**config.mk**
```make
export PLATFORM = sky130hd
export DESIGN_NAME = bids22_round_seq_flat
export DESIGN_NICKNAME = d
export VERILOG_FILES = /design/src/rtl/bids22_round_seq_pkg.sv /design/src/rtl/bids22_round_seq_if.sv /design/src/rtl/bids22_cmd_fifo.sv /design/src/rtl/bids22_round_seq.sv /design/src/flat_wrapper.sv
export SDC_FILE = /design/constraint.sdc
export NUM_CORES = 1
export LEC_CHECK = 0
export ABC_AREA = 1
export CAP_MARGIN = 20
export CORE_MARGIN = 4
export CORE_UTILIZATION = 50
export CTS_CLUSTER_SIZE = 16
export DETAILED_ROUTE_END_ITERATION = 6
export PLACE_DENSITY = 0.76
export SLEW_MARGIN = 15
export SYNTH_ARGS = -nofsm -noshare
export SYNTH_HDL_FRONTEND = slang
export SYNTH_SLANG_ARGS = --single-unit
export TNS_END_PERCENT = 10
```
**constraint.sdc**
```tcl
create_clock -name clk -period 4.2 [get_ports clk]
set_clock_uncertainty 0.1 [all_clocks]
set_input_delay 1.26 -clock clk [delete_from_list [all_inputs] [get_ports clk]]
set_output_delay 1.26 -clock clk [all_outputs]
set_load 0.02 [all_outputs]
```
**src/rtl/bids22_round_seq_pkg.sv**
```systemverilog
// bids22_seq_pkg: shared definitions for the bids22 round sequencer.
//   opcode_e     - 4-bit bids22 core opcode encoding (NoOp..BidCharge)
//   ERR_*        - seq_err codes
//   state_t/ST_* - sequencer FSM state encoding
//   cmd_t        - 36-bit command FIFO entry {op, data}
//   DEFAULT_KEY  - default Lock/Unlock key
package bids22_seq_pkg;

  typedef enum logic [3:0] {
    OP_NOOP       = 4'd0,
    OP_UNLOCK     = 4'd1,
    OP_LOCK       = 4'd2,
    OP_LOADX      = 4'd3,
    OP_LOADY      = 4'd4,
    OP_LOADZ      = 4'd5,
    OP_SETXYZMASK = 4'd6,
    OP_SETTIMER   = 4'd7,
    OP_BIDCHARGE  = 4'd8
  } opcode_e;

  localparam logic [1:0] ERR_NONE     = 2'b00;
  localparam logic [1:0] ERR_RESERVED = 2'b01;
  localparam logic [1:0] ERR_INVALID  = 2'b10;
  localparam logic [1:0] ERR_TIMEOUT  = 2'b11;

  typedef logic [2:0] state_t;
  localparam state_t ST_IDLE     = 3'd0;
  localparam state_t ST_ISSUE    = 3'd1;
  localparam state_t ST_LOCK     = 3'd2;
  localparam state_t ST_RUN      = 3'd3;
  localparam state_t ST_WAIT_RES = 3'd4;
  localparam state_t ST_UNLOCK   = 3'd5;

  localparam logic [31:0] DEFAULT_KEY = 32'h0F0F_0F0F;

  typedef struct packed {
    logic [3:0]  op;
    logic [31:0] data;
  } cmd_t;

  // Host may pass NoOp and the configuration opcodes straight through;
  // Lock/Unlock are reserved for the sequencer itself.
  function automatic logic op_issuable(input logic [3:0] op);
    return (op == OP_NOOP) || ((op >= OP_LOADX) && (op <= OP_BIDCHARGE));
  endfunction

endpackage

```
**src/rtl/bids22_round_seq_if.sv**
```systemverilog
// bids22_round_seq_if: host command push channel.
//   cmd_valid - host command valid
//   cmd_ready - sequencer can accept (FIFO not full)
//   cmd_op    - 4-bit opcode
//   cmd_data  - 32-bit operand
// master = host side, slave = sequencer side.
interface bids22_round_seq_if;
  logic        cmd_valid;
  logic        cmd_ready;
  logic [3:0]  cmd_op;
  logic [31:0] cmd_data;

  modport master (output cmd_valid, output cmd_op, output cmd_data, input cmd_ready);
  modport slave  (input cmd_valid, input cmd_op, input cmd_data, output cmd_ready);
endinterface

```
**src/rtl/bids22_cmd_fifo.sv**
```systemverilog
// bids22_cmd_fifo: synchronous FIFO for host commands.
//   clk, reset - clock, synchronous active-high reset (flushes pointers)
//   push, din  - write request/data; ignored when full
//   pop, dout  - read request/head entry; ignored when empty
//   full/empty - occupancy flags
// A pushed entry is visible at dout the cycle after the push.
module bids22_cmd_fifo
  import bids22_seq_pkg::*;
#(
  parameter int unsigned DEPTH = 8,
  parameter int unsigned WIDTH = $bits(cmd_t)
) (
  input  logic             clk,
  input  logic             reset,
  input  logic             push,
  input  logic [WIDTH-1:0] din,
  input  logic             pop,
  output logic [WIDTH-1:0] dout,
  output logic             full,
  output logic             empty
);

  localparam int unsigned AW = $clog2(DEPTH);
  localparam logic [AW:0] PTR_ONE = 1;

  logic [WIDTH-1:0] mem [DEPTH];
  logic [AW:0]      wr_ptr;
  logic [AW:0]      rd_ptr;
  logic             do_push;
  logic             do_pop;

  assign do_push = push && !full;
  assign do_pop  = pop && !empty;

  // Extra pointer MSB distinguishes full from empty when the indices match.
  assign empty = (wr_ptr == rd_ptr);
  assign full  = (wr_ptr[AW] != rd_ptr[AW]) && (wr_ptr[AW-1:0] == rd_ptr[AW-1:0]);
  assign dout  = mem[rd_ptr[AW-1:0]];

  always_ff @(posedge clk) begin
    if (do_push) mem[wr_ptr[AW-1:0]] <= din;
  end

  always_ff @(posedge clk) begin
    if (reset) begin
      wr_ptr <= '0;
      rd_ptr <= '0;
    end else begin
      if (do_push) wr_ptr <= wr_ptr + PTR_ONE;
      if (do_pop)  rd_ptr <= rd_ptr + PTR_ONE;
    end
  end

endmodule

```
**src/rtl/bids22_round_seq.sv**
```systemverilog
// bids22_round_seq: command sequencer feeding the bids22 auction core.
// Host commands are queued in a FIFO and issued one per opcode cycle when
// the core is ready; a go request runs Lock -> C_start window -> wait for
// roundOver (with timeout) -> Unlock.
// Ports:
//   clk, reset      - clock, synchronous active-high reset
//   cmd (slave)     - host push channel: cmd_valid/cmd_ready/cmd_op/cmd_data
//   go              - single-cycle round request
//   core_ready      - core can accept an opcode
//   core_roundOver  - core finished the round
//   abort           - (BIDS22_SEQ_ABORT_EN only) end the C_start window early
//   C_op/C_data     - opcode/operand to the core (NoOp/0 when idle)
//   C_start         - round-active to the core
//   busy            - FSM active or round pending
//   round_done      - pulse in the Unlock cycle
//   rounds_cnt      - completed rounds, saturating
//   seq_err         - sticky last error code
// Optional feature macro: BIDS22_SEQ_ABORT_EN.
module bids22_round_seq
  import bids22_seq_pkg::*;
#(
  parameter int unsigned DEPTH          = 8,
  parameter int unsigned ROUND_CYCLES   = 16,
  parameter logic [31:0] KEY            = DEFAULT_KEY,
  parameter int unsigned RESULT_TIMEOUT = 255
) (
  input  logic                clk,
  input  logic                reset,
  bids22_round_seq_if.slave   cmd,
  input  logic                go,
  input  logic                core_ready,
  input  logic                core_roundOver,
`ifdef BIDS22_SEQ_ABORT_EN
  input  logic                abort,
`endif
  output logic [3:0]          C_op,
  output logic [31:0]         C_data,
  output logic                C_start,
  output logic                busy,
  output logic                round_done,
  output logic [15:0]         rounds_cnt,
  output logic [1:0]          seq_err
);

  localparam int unsigned WW = (RESULT_TIMEOUT > 1) ? $clog2(RESULT_TIMEOUT) : 1;

  state_t         state, state_n;
  logic           go_pending, go_pending_n;
  logic [31:0]    shadow, shadow_n;
  logic [31:0]    run_cnt, run_cnt_n;
  logic [WW-1:0]  wait_cnt, wait_cnt_n;
  logic [3:0]     c_op_n;
  logic [31:0]    c_data_n;
  logic           c_start_n;
  logic           busy_n;
  logic           round_done_n;
  logic [15:0]    rounds_n;
  logic [1:0]     seq_err_n;

  cmd_t           fifo_din, head;
  logic           fifo_pop, fifo_full, fifo_empty;
  logic           abort_req;

`ifdef BIDS22_SEQ_ABORT_EN
  assign abort_req = abort;
`else
  assign abort_req = 1'b0;
`endif

  assign fifo_din      = {cmd.cmd_op, cmd.cmd_data};
  assign cmd.cmd_ready = !fifo_full;

  bids22_cmd_fifo #(
    .DEPTH (DEPTH),
    .WIDTH ($bits(cmd_t))
  ) u_fifo (
    .clk   (clk),
    .reset (reset),
    .push  (cmd.cmd_valid),
    .din   (fifo_din),
    .pop   (fifo_pop),
    .dout  (head),
    .full  (fifo_full),
    .empty (fifo_empty)
  );

  // Outputs are registered from next-state values, so the opcode belonging
  // to ISSUE/LOCK/UNLOCK is computed on the transition into that state.
  always_comb begin
    state_n      = state;
    go_pending_n = go_pending | go;
    shadow_n     = shadow;
    run_cnt_n    = run_cnt;
    wait_cnt_n   = wait_cnt;
    c_op_n       = OP_NOOP;
    c_data_n     = '0;
    c_start_n    = 1'b0;
    round_done_n = 1'b0;
    rounds_n     = rounds_cnt;
    seq_err_n    = seq_err;
    fifo_pop     = 1'b0;

    case (state)
      ST_IDLE: begin
        if (!fifo_empty && core_ready) begin
          fifo_pop = 1'b1;
          state_n  = ST_ISSUE;
          if (op_issuable(head.op)) begin
            c_op_n   = head.op;
            c_data_n = head.data;
            if (head.op == OP_SETTIMER)
              shadow_n = (head.data == '0) ? 32'd1 : head.data;
          end else if ((head.op == OP_LOCK) || (head.op == OP_UNLOCK)) begin
            seq_err_n = ERR_RESERVED;
          end else begin
            seq_err_n = ERR_INVALID;
          end
        end else if (go_pending_n && fifo_empty && core_ready) begin
          state_n      = ST_LOCK;
          c_op_n       = OP_LOCK;
          c_data_n     = KEY;
          go_pending_n = 1'b0;
          seq_err_n    = ERR_NONE;
        end
      end
      ST_ISSUE: state_n = ST_IDLE;
      ST_LOCK: begin
        state_n   = ST_RUN;
        c_start_n = 1'b1;
        run_cnt_n = shadow;
      end
      ST_RUN: begin
        // run_cnt holds the cycles left including the current one.
        if ((run_cnt == 32'd1) || abort_req) begin
          state_n    = ST_WAIT_RES;
          wait_cnt_n = '0;
        end else begin
          c_start_n = 1'b1;
          run_cnt_n = run_cnt - 32'd1;
        end
      end
      ST_WAIT_RES: begin
        if (core_roundOver || (wait_cnt == WW'(RESULT_TIMEOUT - 1))) begin
          if (!core_roundOver) seq_err_n = ERR_TIMEOUT;
          state_n      = ST_UNLOCK;
          c_op_n       = OP_UNLOCK;
          c_data_n     = KEY;
          round_done_n = 1'b1;
          if (rounds_cnt != '1) rounds_n = rounds_cnt + 16'd1;
        end else begin
          wait_cnt_n = wait_cnt + WW'(1);
        end
      end
      ST_UNLOCK: state_n = ST_IDLE;
      default:   state_n = ST_IDLE;
    endcase

    busy_n = (state_n != ST_IDLE) || go_pending_n;
  end

  always_ff @(posedge clk) begin
    if (reset) begin
      state      <= ST_IDLE;
      go_pending <= 1'b0;
      shadow     <= 32'(ROUND_CYCLES);
      run_cnt    <= '0;
      wait_cnt   <= '0;
      C_op       <= '0;
      C_data     <= '0;
      C_start    <= 1'b0;
      busy       <= 1'b0;
      round_done <= 1'b0;
      rounds_cnt <= '0;
      seq_err    <= ERR_NONE;
    end else begin
      state      <= state_n;
      go_pending <= go_pending_n;
      shadow     <= shadow_n;
      run_cnt    <= run_cnt_n;
      wait_cnt   <= wait_cnt_n;
      C_op       <= c_op_n;
      C_data     <= c_data_n;
      C_start    <= c_start_n;
      busy       <= busy_n;
      round_done <= round_done_n;
      rounds_cnt <= rounds_n;
      seq_err    <= seq_err_n;
    end
  end

endmodule

```
**src/flat_wrapper.sv**
```systemverilog
// flat-port wrapper written by rule: the top's interface ports become plain ports
module bids22_round_seq_flat import bids22_seq_pkg::*;
#(
  parameter int unsigned DEPTH          = 8,
  parameter int unsigned ROUND_CYCLES   = 16,
  parameter logic [31:0] KEY            = DEFAULT_KEY,
  parameter int unsigned RESULT_TIMEOUT = 255
)
  (clk, reset, go, core_ready, core_roundOver, C_op, C_data, C_start, busy, round_done, rounds_cnt, seq_err, cmd_cmd_valid, cmd_cmd_op, cmd_cmd_data, cmd_cmd_ready);
  bids22_round_seq_if cmd_i ();
  input  logic clk;
  input  logic reset;
  input  logic go;
  input  logic core_ready;
  input  logic core_roundOver;
  output logic [3:0] C_op;
  output logic [31:0] C_data;
  output logic C_start;
  output logic busy;
  output logic round_done;
  output logic [15:0] rounds_cnt;
  output logic [1:0] seq_err;
  input wire logic [$bits(cmd_i.cmd_valid)-1:0] cmd_cmd_valid;
  input wire logic [$bits(cmd_i.cmd_op)-1:0] cmd_cmd_op;
  input wire logic [$bits(cmd_i.cmd_data)-1:0] cmd_cmd_data;
  output wire logic [$bits(cmd_i.cmd_ready)-1:0] cmd_cmd_ready;
  assign cmd_i.cmd_valid = cmd_cmd_valid;
  assign cmd_i.cmd_op = cmd_cmd_op;
  assign cmd_i.cmd_data = cmd_cmd_data;
  assign cmd_cmd_ready = cmd_i.cmd_ready;
  bids22_round_seq #(.DEPTH(DEPTH), .ROUND_CYCLES(ROUND_CYCLES), .KEY(KEY), .RESULT_TIMEOUT(RESULT_TIMEOUT)) u_core (.clk(clk), .reset(reset), .cmd(cmd_i), .go(go), .core_ready(core_ready), .core_roundOver(core_roundOver), .C_op(C_op), .C_data(C_data), .C_start(C_start), .busy(busy), .round_done(round_done), .rounds_cnt(rounds_cnt), .seq_err(seq_err));
endmodule
```
# Yosys cells after proc, flatten, opt, wreduce, memory -nomap -nowiden

Memories as Yosys holds them, arrays and structs flattened. A register that Yosys moved wholly into a read port is not among the register bits.
Cells that the tools add are included.
W data, S select, Z words.

Reduce and logical (&&, ||, !) cells: 26
$add $sub $neg: 5
Order comparisons: 2
Mux-type cells: 40
Bitwise operators: 2
Eq/ne operators: 19

Operator list:

| kind                    | count |
|---|---|
| $mux W32                | 4 |
| $pmux W32 S2            | 2 |
| $mux W28                | 2 |
| $eq A32 B1 Y1 const B   | 1 |
| $logic_not A32 Y1       | 1 |
| $sub A32 B1 Y32 const B | 1 |
| $mux W3                 | 6 |
| $add A16 B1 Y16 const B | 1 |
| $mux W8                 | 2 |
| $ne A16 B16 Y1 const B  | 1 |
| $pmux W8 S2             | 1 |
| $mux W2                 | 7 |
| $pmux W3 S4             | 1 |
| $mux W1                 | 10 |
| $add A4 B1 Y4 const B   | 2 |
| $add A8 B1 Y8 const B   | 1 |
| $eq A8 B8 Y1 const B    | 1 |
| $mux W4                 | 2 |
| $pmux W4 S2             | 1 |
| $logic_and A1 B1 Y1     | 7 |
| $eq A3 B2 Y1 const B    | 2 |
| $ne A2 B2 Y1 const B    | 3 |
| $reduce_and A3 Y1       | 2 |
| $reduce_bool A2 Y1      | 3 |
| 25 further kinds        | 30 |

Logic and storage cells: 109
Memory bits (writable): 288
Memories: 1
Bits in registers: 141
Output and inout bits: 58

Memories:

| name              | depth | bits a word | rd ports | clocked after Yosys merged registers in | write ports | line                  | RTL |
|---|---|---|---|---|---|---|---|
| u_core.u_fifo.mem | 8     | 36          | 1        | 1                                       | 1           | bids22_cmd_fifo.sv:26 | `logic [WIDTH-1:0] mem [DEPTH];` |

# Depth between registers and ports, before layout

Depth after elaboration: 8
Mapped depth: 15
Mapped depth without buffers: 14

# Modules after synthesis

A second synthesis with hierarchy kept.

Cell total of the unflattened synthesis: 1978
Area, all modules: 18521.5 um2

Modules (own cells, without submodules):

| module           | area an instance (um2) | cells each | times used | sequential area each (um2) |
|---|---|---|---|---|
| bids22_cmd_fifo  | 11918.9                | 990        | 1          | 8868.5 |
| bids22_round_seq | 6602.6                 | 988        | 1          | 2662.6 |

# Worst setup path after synthesis

No wires, ideal clock.

Path type: input to register
Start point: in cmd_cmd_valid
End point: mem u_core.u_fifo.mem[0][0] (netlist bit), enable pin
Library setup time: 429 ps
Stages: 3
Data required time: 3671 ps
Buffers on the path: 0
Path slack: 460 ps
Data arrival time: 3211 ps
Cell sequence: nand2_1 > or2_2 > nor2_1

Longest elaborated chain between the ends: 3

RTL lines:

| what                          | line                  | RTL |
|---|---|---|
| from (decl)                   | flat_wrapper.sv:23    | `input wire logic [$bits(cmd_i.cmd_valid)-1:0] cmd_cmd_valid;` |
| $logic_and A1 B1 Y1           | bids22_cmd_fifo.sv:32 | `assign do_push = push && !full;` |
| $mux W1                       | bids22_cmd_fifo.sv:41 | `if (do_push) mem[wr_ptr[AW-1:0]] <= din;` |
| $mux W1 (implied by the code) | bids22_cmd_fifo.sv:41 |  |
| to (decl)                     | bids22_cmd_fifo.sv:26 |  |

No other way between the ends.

==> impl_metrics.env <==
export IMPL_status="finished, final reports clean"
export IMPL_whs_path_depth=1
export IMPL_tightest_slew_ps=794
export IMPL_drc_errors=0
export IMPL_firstDrtPassIters=6
export IMPL_cts_tree="built"
export IMPL_p_leak_nw=7.86
export IMPL_cts_buffers_inserted=44
export IMPL_fmax_ghz=0.293
export IMPL_mostFrequentLayoutCell="nand2_1"
export IMPL_yosysWarnings=0
export IMPL_dp_hpwl_um=28200
export IMPL_power_per_cell_area_nw_per_um2=605
export IMPL_ctsResizeCount=0
export IMPL_gp_congestion=0.878
export IMPL_clock_root_buffer="clkbuf_16"
export IMPL_route_vias_total=13700
export IMPL_ir_drop_uv=334
export IMPL_cp_num_cells=12
export IMPL_synthCells=1911
export IMPL_worst_setup_path_end_kind="flop"
export IMPL_cts_clk_slew_worst_paths_ps=60
export IMPL_drive_gt1_share_pct=5.68
export IMPL_htreeDepth=2
export IMPL_final_cell_mix="378 x nand2_1, 343 x nor2_1, 288 x edfxtp_1"
export IMPL_clockBufferDepth=3
export IMPL_hold_path_class="flop to flop"
export IMPL_area_growth_syn_to_layout_pct=15.4
export IMPL_finalPower_mw=12.7
export IMPL_place_ws_ps=735
export IMPL_synth_nets=1960
export IMPL_cts_hold_buf=0
export IMPL_worstPathMaxFanout=54
export IMPL_finalSetupViolCount=0
export IMPL_grt_pass1_wl_um=69500
export IMPL_crit_arrival_ps=3760
export IMPL_grt_start_max_net_pins=107
export IMPL_insertion_delay_ps=560
export IMPL_finalMaxSlewViolations=0
export IMPL_min_from="u_core.u_fifo.wr_ptr[3]"
export IMPL_die_area_um2=39400
export IMPL_worst_path_largest_cell_delay_ps=700
export IMPL_overflow=0
export IMPL_max_cap_viol_count=0
export IMPL_cp_cell_sequence="clkinv_2, nand2_1, nand3_1, nand2_1, nand2_1, nand2_1, nand3_2, nand3_2, nand2_2, inv_2, nand3_4, nor2_1"
export IMPL_numPortBuffers=99
export IMPL_tns_ps=0
export IMPL_crit_top_cell="nand2_1"
export IMPL_hold_viol=0
export IMPL_ys_seq_area_share_pct=63.6
export IMPL_worstSetupStartpointType="flop"
export IMPL_worstPathRequired_ps=4550
export IMPL_nFillCells=2877
export IMPL_antenna_found_initial=0
export IMPL_critPathTopFamily="simple AND/OR/NAND/NOR gates"
export IMPL_slew_headroom_pct=47.1
export IMPL_synthArstFlopShare_pct=0
export IMPL_rsz0062_at_grt="no"
export IMPL_finalNetCount=2040
export IMPL_via_per_inst=5.51
export IMPL_dieHeight_um=198
export IMPL_ys_ff_latch=432
export IMPL_ff2ff_setup_slack_ps=790
export IMPL_postCtsSetupBuffers=0
export IMPL_placeableCoreArea_um2=35700
export IMPL_dieWidth_um=198
export IMPL_grt_usage_pct=22.2
export IMPL_initial_core_util_pct=50.8
export IMPL_ant_nets=0
export IMPL_reg2reg_depth=12
export IMPL_synth_area_um2=18100
export IMPL_synth_cell_types=37
export IMPL_worstSetupPathType="flop to flop"
export IMPL_cts_sinks=432
export IMPL_crit_buf_inv=2
export IMPL_drt_wirelength_per_cell_um=17.9
export IMPL_grt_pass1_vias=13000
export IMPL_rows=69
export IMPL_worst_path_max_delay_cell="clkinv_2"
export IMPL_wl_um=44500
export IMPL_drt_initial_drc_count=1441
export IMPL_synth_edff_count=288
export IMPL_io_pins=100
export IMPL_fin_crit_sh_pct=81.3
export IMPL_fin_ws_ps=786
export IMPL_antenna_cells=0
export IMPL_fin_crit_ps=3410
export IMPL_avgSynthCellArea_um2=9.49
export IMPL_ys_flop_type="edfxtp_1"
## kinds of logic (layout without fill, tap and decap cells)
group	count (synthesis)	count (layout)	share of synthesized area, %
fa+ha+maj	7	7	0.483
compound gates	327	327	9.32
simple gates	895	895	20.3
flops	432	432	63.6
buf+inv	223	336	5.04
xor+xnor	27	27	1.30
## cells in the mapped netlist, drive strengths merged, types with 9 or more instances
| cell type | instances | area share (%) |
|---|---|---|
| a21oi | 99 | 2.7 |
| a31oi | 13 | 0.45 |
| buf | 58 | 1.6 |
| clkbuf | 32 | 0.66 |
| dfxtp | 144 | 16 |
| edfxtp | 288 | 48 |
| inv | 130 | 2.7 |
| nand2 | 381 | 7.9 |
| nand3 | 122 | 3.5 |
| nand4 | 9 | 0.31 |
| nor2 | 354 | 7.5 |
| nor3 | 15 | 0.54 |
| o211ai | 9 | 0.40 |
| o21ai | 202 | 5.6 |
| xor2 | 22 | 1.1 |
## path summary, 6_finish.rpt
kind | to
worst max-delay path | u_core.C_data[13]
worst min-delay path | u_core.u_fifo.wr_ptr[3]
worst max register to register | u_core.C_data[13]
worst min register to register | u_core.u_fifo.wr_ptr[3]
## final cells by class
cell class	count	area (um2)	share of cell area [%]
Timing Repair Buffer	124	1260	6.00
Multi-Input combinational cell	1256	5750	27.5
Tap cell	461	577	2.76
Clock inverter	25	169	0.807
Inverter	133	500	2.39
Sequential cell	432	11500	55.1
Clock buffer	54	1140	5.44
## power by group
| group | internal, mW | switching, mW |
|---|---|---|
| clock network | 2.00 | 1.59 |
| registers | 4.83 | 0.263 |
| logic | 1.23 | 2.75 |
## flip-flops by register name, indices dropped and copies added, names as in the netlist, named ones only
name / count
u_core.wait_cnt: 8
u_core.round_done: 1
u_core.busy: 1
u_core.C_start: 1
u_core.u_fifo.rd_ptr: 4
u_core.run_cnt: 32
u_core.go_pending: 1
u_core.seq_err: 2
u_core.C_op: 4
u_core.u_fifo.wr_ptr: 4
u_core.state: 3
u_core.rounds_cnt: 16
u_core.C_data: 32
u_core.shadow: 32
u_core.u_fifo.mem: 288
## through the flow
stage	util [%]	hold slack (ps)	cells	area (um2)
after detailed placement	54.9	364	2405	19600
after CTS	58.6	378	2484	20900
final	58.7	373	2485	20900
after global routing	58.7	395	2485	20900
after floorplan	-	342	1911	18100
after global placement	54.9	351	2405	19600
## routing by layer
| metal | global-route usage, % | part of all wire, % | vias to the layer above |
|---|---|---|---|
| li1 | - | - | 6560 |
| met5 | 0 | 0 | - |
| met2 | 37.5 | 49 | 521 |
| met4 | 7.62 | 3.2 | 0 |
| met3 | 3.40 | 7.7 | 96 |
| met1 | 29.8 | 41 | 6521 |
Note: power is estimated with default switching activity, not from simulation.
